<file path="config.mk">
export PLATFORM = sky130hd
export DESIGN_NAME = stimulus_pattern_gen_flat
export DESIGN_NICKNAME = d
export VERILOG_FILES = /design/src/rtl/stimulus_pattern_gen_if.sv /design/src/rtl/stimulus_pattern_gen.sv /design/src/flat_wrapper.sv
export SDC_FILE = /design/constraint.sdc
export NUM_CORES = 1
export LEC_CHECK = 0
export ABC_AREA = 1
export BUFFER_PORTS_ARGS = -buffer_cell sky130_fd_sc_hd__buf_4
export CORE_MARGIN = 10
export CORE_UTILIZATION = 45
export CTS_CLUSTER_SIZE = 30
export DETAILED_ROUTE_END_ITERATION = 8
export PLACE_DENSITY = 0.67
export SYNTH_ARGS = -nofsm -noshare
export SYNTH_HDL_FRONTEND = slang
export SYNTH_SLANG_ARGS = --single-unit
</file>
<file path="constraint.sdc">
create_clock -name clk -period 1.3 [get_ports clk]
set_input_delay 0.26 -clock clk [delete_from_list [all_inputs] [get_ports clk]]
set_output_delay 0.26 -clock clk [all_outputs]
set_load 0.05 [all_outputs]
</file>
<file path="src/rtl/stimulus_pattern_gen_if.sv">
// Bundles the sweep control inputs and the stimulus/response outputs of the pattern generator.
interface stimulus_pattern_gen_if #(
    parameter int WIDTH = 3
);
    logic             start;
    logic [1:0]       mode;
    logic             pause;
    logic             dut_out;
    logic [WIDTH-1:0] pattern;
    logic             valid;
    logic             busy;
    logic             done;
    logic [WIDTH:0]   ones_count;

    modport master (
        output start, mode, pause, dut_out,
        input  pattern, valid, busy, done, ones_count
    );

    modport slave (
        input  start, mode, pause, dut_out,
        output pattern, valid, busy, done, ones_count
    );
endinterface

</file>
<file path="src/rtl/stimulus_pattern_gen.sv">
// Sweeps a stimulus vector through binary/Gray/walking-one/down sequences, holds each
// vector HOLD cycles and counts how many vectors produced a high response.
//
// state | meaning
// IDLE  | after reset, pattern forced to 0, waiting for start
// RUN   | sweeping, each pattern held HOLD unpaused cycles
// DONE  | sweep finished, last pattern and ones_count held until next start
module stimulus_pattern_gen #(
    parameter int WIDTH = 3,
    parameter int HOLD  = 2
) (
    input logic               clk,
    input logic               rst_n,
    stimulus_pattern_gen_if.slave bus
);
    typedef enum logic [1:0] {IDLE, RUN, DONE} state_t;

    localparam logic [1:0]       MODE_BIN_UP = 2'b00;
    localparam logic [1:0]       MODE_GRAY   = 2'b01;
    localparam logic [1:0]       MODE_WALK   = 2'b10;
    localparam logic [7:0]       HOLD_LAST   = 8'(HOLD - 1);
    localparam logic [WIDTH-1:0] WALK_LAST   = WIDTH'(WIDTH - 1);
    localparam logic [WIDTH-1:0] IDX_ONE     = WIDTH'(1);
    localparam logic [WIDTH:0]   CNT_ONE     = (WIDTH+1)'(1);

    state_t           state_q, state_d;
    logic [1:0]       mode_q, mode_d;
    logic [WIDTH-1:0] index_q, index_d;
    logic [7:0]       hold_q, hold_d;
    logic [WIDTH:0]   ones_q, ones_d;
    logic [WIDTH-1:0] last_index;
    logic [WIDTH-1:0] pattern_c;

    always_ff @(posedge clk or negedge rst_n) begin
        if (!rst_n) begin
            state_q <= IDLE;
            mode_q  <= MODE_BIN_UP;
            index_q <= '0;
            hold_q  <= '0;
            ones_q  <= '0;
        end else begin
            state_q <= state_d;
            mode_q  <= mode_d;
            index_q <= index_d;
            hold_q  <= hold_d;
            ones_q  <= ones_d;
        end
    end

    always_comb begin
        state_d    = state_q;
        mode_d     = mode_q;
        index_d    = index_q;
        hold_d     = hold_q;
        ones_d     = ones_q;
        last_index = (mode_q == MODE_WALK) ? WALK_LAST : '1;
        case (state_q)
            IDLE, DONE: begin
                if (bus.start) begin
                    state_d = RUN;
                    mode_d  = bus.mode;
                    index_d = '0;
                    hold_d  = '0;
                    ones_d  = '0;
                end
            end
            RUN: begin
                if (!bus.pause) begin
                    if (hold_q == HOLD_LAST) begin
                        hold_d = '0;
                        if (bus.dut_out) begin
                            ones_d = ones_q + CNT_ONE;
                        end
                        // index stops on the last vector so DONE keeps driving it
                        if (index_q == last_index) begin
                            state_d = DONE;
                        end else begin
                            index_d = index_q + IDX_ONE;
                        end
                    end else begin
                        hold_d = hold_q + 8'd1;
                    end
                end
            end
            default: state_d = IDLE;
        endcase
    end

    always_comb begin
        pattern_c = '0;
        if (state_q != IDLE) begin
            case (mode_q)
                MODE_BIN_UP: pattern_c = index_q;
                MODE_GRAY:   pattern_c = index_q ^ (index_q >> 1);
                MODE_WALK:   pattern_c = IDX_ONE << index_q;
                default:     pattern_c = ~index_q;
            endcase
        end
    end

    assign bus.pattern    = pattern_c;
    assign bus.busy       = (state_q == RUN);
    assign bus.done       = (state_q == DONE);
    assign bus.valid      = (state_q == RUN) && !bus.pause;
    assign bus.ones_count = ones_q;
endmodule
</file>
<file path="src/flat_wrapper.sv">
// flat-port wrapper written by rule: the top's interface ports become plain ports
module stimulus_pattern_gen_flat 
#(
    parameter int WIDTH = 3,
    parameter int HOLD  = 2
)
  (clk, rst_n, bus_start, bus_mode, bus_pause, bus_dut_out, bus_pattern, bus_valid, bus_busy, bus_done, bus_ones_count);
  stimulus_pattern_gen_if #(.WIDTH(WIDTH)) bus_i ();
  input logic clk;
  input logic rst_n;
  input wire logic [$bits(bus_i.start)-1:0] bus_start;
  input wire logic [$bits(bus_i.mode)-1:0] bus_mode;
  input wire logic [$bits(bus_i.pause)-1:0] bus_pause;
  input wire logic [$bits(bus_i.dut_out)-1:0] bus_dut_out;
  output wire logic [$bits(bus_i.pattern)-1:0] bus_pattern;
  output wire logic [$bits(bus_i.valid)-1:0] bus_valid;
  output wire logic [$bits(bus_i.busy)-1:0] bus_busy;
  output wire logic [$bits(bus_i.done)-1:0] bus_done;
  output wire logic [$bits(bus_i.ones_count)-1:0] bus_ones_count;
  assign bus_i.start = bus_start;
  assign bus_i.mode = bus_mode;
  assign bus_i.pause = bus_pause;
  assign bus_i.dut_out = bus_dut_out;
  assign bus_pattern = bus_i.pattern;
  assign bus_valid = bus_i.valid;
  assign bus_busy = bus_i.busy;
  assign bus_done = bus_i.done;
  assign bus_ones_count = bus_i.ones_count;
  stimulus_pattern_gen #(.WIDTH(WIDTH), .HOLD(HOLD)) u_core (.clk(clk), .rst_n(rst_n), .bus(bus_i));
endmodule
</file>
==> impl_metrics.py, run 1 <==
metrics = {
    "yosys": {
        "ys_warn_count": 0,
        "synth.ff_latch_count": 19,
        "synth_top_area_frac": 0.3565,
        "synthTopCellsByArea": "dfrtp_1 (36%), nand2_1 (12%), nor2_1 (7.3%), ha_1 (6.6%), inv_1 (5.9%)",
        "yosysUniqueCellTypes": 30,
        "yosysSeqAreaShare": 0.3565,
        "synthCells": 176,
        "synth_top_area_cell": "dfrtp_1",
        "avgSynthCellArea_sq_um": 7.578,
        "synth_area_sq_um": 1334,
        "syn-num-nets": 190,
    },
    "placement": {
        "dp.cells": 256,
        "hpwl_um": 2817,
        "placed_cell_area_sq_um": 1818,
        "post-place-ws_ns": -0.1610,
        "portBuffers": 16,
        "place.gp.congestion": 0.8635,
    },
    "clock_tree": {
        "ctsHtreeMaxLevel": 1,
        "worst_skew_pair.late_latency_ns": 0.32,
        "cts_tree": "built",
        "cts_max_path_buffers": 2,
        "cts_inserted_buffers": 3,
        "clk_pin_slew_ns": 0.13,
        "clock_sinks": 19,
        "cts_root_buf": "clkbuf_4",
    },
    "route": {
        "num_vias": 1604,
        "drcViolationCount": 1,
        "antenna_left": 0,
        "wirelength_um": 5029,
        "wl_per_cell_um": 18.03,
        "firstDrtPassIters": 9,
        "vias_per_cell": 5.749,
        "dr.first_iter.drc_count": 151,
    },
    "sta": {
        "fmax_ghz": 0.5716,
        "skew_ns": 0.002978,
        "final-max-slew-violation-count": 0,
        "tightest_slew_ns": 0.3135,
        "fin_ws_ns": -0.4494,
        "rsz0062_at_grt": "true",
        "fin_crit_ns": 1.749,
        "setup_viol": 22,
        "period_share": 1.346,
        "hold_viol_final": 0,
        "timing.slew.headroom": 0.7888,
        "timing.hold.ws_ns": 0.2048,
        "setup-tns-final_ns": -3.946,
    },
    "grt": {
        "top_usage_layer": "met2",
        "antenna_found_initial": 0,
        "grt_pass1_wl_um": 6679,
        "grt_pass1_vias": 1474,
        "overflow": 0,
        "grt_max_degree": 20,
        "grt_use_total": 0.1515,
        "met2_usage": 0.2671,
        "grtUsageMet1": 0.1756,
        "use_met3": 0.03723,
    },
    "power_and_ir_drop": {
        "p_leak_nw": 1.119,
        "power_density_nw_per_um2": 2202,
        "p_total_mw": 5.140,
        "max-vdd-ir-drop_v": 0.001363,
    },
    "die": {
        "num_rows": 19,
        "num_io_pins": 17,
        "core_sq_um": 2805,
        "die_height_um": 74.44,
        "initial_core_util": 0.4755,
        "dieArea_sq_um": 5541,
        "die_w_um": 74.44,
    },
    "critical_path": {
        "reg2reg_slack_ns": -0.21,
        "start_kind": "register",
        "crit_slowest_cell": "dfrtp_2",
        "worst_ep_arrival_time_ns": 1.49,
        "path_buf_inv": 3,
        "cp_max_fo": 4,
        "r2r_cells": 8,
        "r2r-end": "u_core.index_q[2]",
        "path_delay_family": "flip-flops",
        "setup.worst_path.end_class": "output pin",
        "cp_data_required_time_ns": 1.04,
        "r2r-start": "u_core.state_q[1]",
        "setup.worst_path.class": "reg -> out",
        "cpPeakStageDelay_ns": 0.45,
        "path_cells": "inv_2, ha_1, nand2_1, o21ai_2, o21ai_2, inv_2, buf_8",
    },
    "cells_and_area": {
        "layout_common_cells": "buf_4 (41), nand2_1 (38), buf_6 (20)",
        "multi_input_area_sq_um": 1006,
        "syn_to_final_growth_pct": 75.05,
        "fin_cells": 279,
        "drive_gt1_frac": 0.5484,
        "fin_nets": 263,
        "final_common_cell": "buf_4",
        "fillers": 135,
        "design_area_sq_um": 2335,
        "ff_latch_area_sq_um": 485.5,
        "n_antenna_cell": 0,
        "fin_util": 0.8323,
    },
    "worst_hold_path": {
        "min_to": "u_core.mode_q[0]",
        "hp-class": "in -> reg",
        "worstHoldStart": "bus_mode[0]",
        "min_path_cells": 3,
    },
    "run_status": {
        "violations": "DRC, setup timing",
        "outcome": "finished, violations left",
    },
    "flow_run": {
        "maxCapViolations": 0,
    },
}
-- cell usage after synthesis (all sizes together) --
master,count
nand3,10
xnor2,2
o21a,1
o21bai,3
nand4,12
ha,7
a41oi,1
nor2,31
a21oi,4
inv,25
nor3,1
a211oi,1
dfrtp,19
o21ai,11
nand2,44
nor3b,1
buf,1
o22ai,2
-- where the power goes --
| group | switching [mW] | internal (mW) |
|---|---|---|
| Sequential | 0.247 | 0.809 |
| Clock | 0.220 | 0.120 |
| Combinational | 2.10 | 1.64 |
-- how the worst max path moves through the flow --
stage,from,slack [ns],end,depth (start not counted)
floorplan,u_core.index_q[0],-0.21,bus_pattern[2],4
global placement,u_core.index_q[0],-0.11,bus_pattern[0],5
detailed placement,u_core.index_q[0],-0.16,bus_pattern[0],5
CTS,u_core.index_q[1],-0.44,bus_pattern[1],7
global route,u_core.index_q[1],-0.51,bus_pattern[1],7
finish,u_core.index_q[1],-0.45,bus_pattern[1],7
-- metal layers --
metal  up-vias  wire length, um
met5         -                0
met4         0              161
met3        18              265
met2        72             2714
met1       786             1887
li1        728                -
-- cell type report --
type                            instances  share of cell area
Multi-Input combinational cell        131              0.4309
Inverter                               25             0.05305
Tap cell                               31             0.01661
Clock buffer                            4             0.01125
Timing Repair Buffer                   68              0.2755
Timing Repair inverter                  1            0.004823
Sequential cell                        19              0.2079
-- registers in the layout (all words and copies together), names as in the netlist --
register,flops
u_core.hold_q,8
u_core.bus.ones_count,4
u_core.index_q,3
u_core.mode_q,2
u_core.state_q,2
-- worst reg2reg max path: cells and delay by family (launching register included) --
kind                   cells  cell delay [ns]
AO/OA/AOI/OAI              1             0.10
buffers and inverters      4             0.53
flip-flops                 1             0.45
AND/OR/NAND/NOR            3             0.32
-- kinds of logic (layout without fill, tap and decap cells) --
kind of cell | Yosys count | after routing | synth area share
and+or+nand+nor | 99 | 99 | 0.3583
DFF | 19 | 19 | 0.3565
xor gates and xnor gates | 2 | 2 | 0.01314
adders and majority gates | 7 | 7 | 0.06566
AOI/OAI and AO/OA | 23 | 23 | 0.1220
buffers and inverters | 26 | 98 | 0.08444
-- repair_timing --
| action | in CTS | in global routing |
|---|---|---|
| pin swaps | 15 | 25 |
| endpoints found under the hold margin | 19 | 0 |
| setup endpoints to repair | 17 | 24 |
| gates cloned | 0 | 1 |
| hold buffers | 1 | 0 |
| buffers inserted | 7 | 12 |
| resized for setup | 40 | 53 |
Note: power is estimated with default switching activity, not from simulation.
==> inputs of run 2 (changes only) <==
Settings changed: GPL_TIMING_DRIVEN from default to 0.
==> impl_metrics.py, run 2 (synthesis results as in run 1) <==
metrics = {
    "cells_and_area": {
        "largest_reg_flops": 8,
        "n_antenna_cell": 0,
        "fillers": 172,
        "design_area_sq_um": 2220,
        "top_register": "u_core.hold_q",
        "drive_gt1_frac": 0.5551,
        "syn_to_final_growth_pct": 66.42,
        "multi_input_area_sq_um": 994.7,
        "fin_nets": 251,
        "layout_common_cells": "nand2_1 (32), buf_4 (32), buf_6 (18)",
        "ff_latch_area_sq_um": 488.0,
        "fin_util": 0.7913,
    },
    "power_and_ir_drop": {
        "power_density_nw_per_um2": 2227,
        "p_leak_nw": 1.043,
        "max-vdd-ir-drop_v": 0.001426,
    },
    "sta": {
        "fmax_ghz": 0.5424,
        "fin_ws_ns": -0.5438,
        "final-max-slew-violation-count": 0,
        "period_share": 1.418,
        "tightest_slew_ns": 0.3784,
        "fin_crit_ns": 1.844,
        "rsz0062_at_grt": "true",
        "timing.slew.headroom": 0.7458,
        "setup_viol": 23,
        "skew_ns": 0.003280,
        "timing.hold.ws_ns": 0.2085,
        "hold_viol_final": 0,
    },
    "critical_path": {
        "path_buf_inv": 3,
        "setup.worst_path.end_class": "output pin",
        "r2r_cells": 9,
        "worstSetupEndpoint": "bus_pattern[1]",
        "worst_ep_arrival_time_ns": 1.58,
        "path_cells": "buf_4, nor3_1, o21ai_2, inv_2, buf_8",
        "cp_data_required_time_ns": 1.04,
        "start_kind": "register",
        "r2r-start": "u_core.state_q[0]",
        "critPathLaunch": "u_core.index_q[1]",
        "crit_slowest_cell": "dfrtp_2",
        "cp_num_cells": 5,
        "cp_max_fo": 5,
        "r2r-end": "u_core.index_q[2]",
        "cpPeakStageDelay_ns": 0.44,
        "setup.worst_path.class": "reg -> out",
        "path_delay_family": "flip-flops",
        "reg2reg_slack_ns": -0.13,
    },
    "die": {
        "core_sq_um": 2805,
        "dieArea_sq_um": 5541,
        "num_io_pins": 17,
        "initial_core_util": 0.4755,
        "num_rows": 19,
        "die_height_um": 74.44,
        "die_w_um": 74.44,
    },
    "route": {
        "dr.first_iter.drc_count": 119,
        "drcViolationCount": 0,
        "num_vias": 1459,
        "firstDrtPassIters": 4,
        "antenna_left": 0,
        "wirelength_um": 4503,
        "vias_per_cell": 5.464,
        "wl_per_cell_um": 16.87,
    },
    "grt": {
        "antenna_found_initial": 0,
        "grt_use_total": 0.1643,
        "grt_pass1_wl_um": 7251,
        "overflow": 0,
        "grt_max_degree": 20,
        "grt_pass1_vias": 1498,
    },
    "run_status": {
        "outcome": "finished, violations left",
        "violations": "setup timing",
    },
    "worst_hold_path": {
        "hp-class": "in -> reg",
    },
    "clock_tree": {
        "cts_inserted_buffers": 3,
        "clock_sinks": 19,
        "ctsHtreeMaxLevel": 1,
        "worst_skew_pair.late_latency_ns": 0.31,
        "clk_pin_slew_ns": 0.11,
        "cts_tree": "built",
        "cts_root_buf": "clkbuf_4",
        "cts_max_path_buffers": 2,
    },
    "placement": {
        "hpwl_um": 2405,
        "placed_cell_area_sq_um": 1562,
        "portBuffers": 16,
        "place.gp.congestion": 0.8565,
    },
    "flow_run": {
        "maxCapViolations": 0,
    },
}
==> run 2: tightest hold or removal path, stage by stage <==
cell	delay (ns)
buf_4	0.08
nor2_1	0.03
a21oi_1	0.11
==> run 2: area by class of cell <==
cell class / count / area share
Multi-Input combinational cell: 131 / 0.4481
Buffer: 1 / 0.006764
Timing Repair Buffer: 56 / 0.2435
Tap cell: 31 / 0.01747
Clock buffer: 4 / 0.01184
Inverter: 25 / 0.05242
Sequential cell: 19 / 0.2198
==> run 2: how the worst min path moves through the flow <==
stage	from	end	cells past startpoint
floorplan	rst_n	u_core.bus.ones_count[0]	0
global placement	rst_n	u_core.hold_q[7]	1
detailed placement	rst_n	u_core.hold_q[7]	1
CTS	bus_mode[1]	u_core.mode_q[1]	3
global route	bus_mode[1]	u_core.mode_q[1]	3
finish	bus_mode[1]	u_core.mode_q[1]	3
==> run 2: per-layer routing <==
metal,share of wire,up-vias,track usage
met5,0,-,0
li1,-,699,-
met3,0.043,13,0.03191
met1,0.43,704,0.2002
met2,0.50,43,0.2843
met4,0.028,0,0.05042
==> run 2: metrics by stage <==
stage / total power [mW] / setup TNS, ns / setup slack [ns] / std cells
after global routing: 5.237 / -4.840 / -0.5842 / 267
after floorplan: 2.764 / -0.6993 / -0.2067 / 176
after global placement: 3.253 / -1.260 / -0.2400 / 223
after CTS: 4.355 / -2.989 / -0.4463 / 258
final: 4.943 / -3.599 / -0.5438 / 267
after detailed placement: 3.315 / -1.663 / -0.2721 / 223
==> run 2: power by group <==
| group | total [mW] | leakage [nW] | switching [mW] | internal, mW |
|---|---|---|---|---|
| Combinational | 3.52 | 0.800 | 1.98 | 1.54 |
| Clock | 0.314 | 0.0150 | 0.194 | 0.120 |
| Sequential | 1.11 | 0.229 | 0.302 | 0.808 |
==> run 2: timing repair <==
item	in CTS	in global routing
cloned	1	0
endpoints found under the setup margin	22	23
hold buffers	1	0
setup buffers	29	11
endpoints found under the hold margin	19	0
resized for setup	62	31
pin swaps	20	17
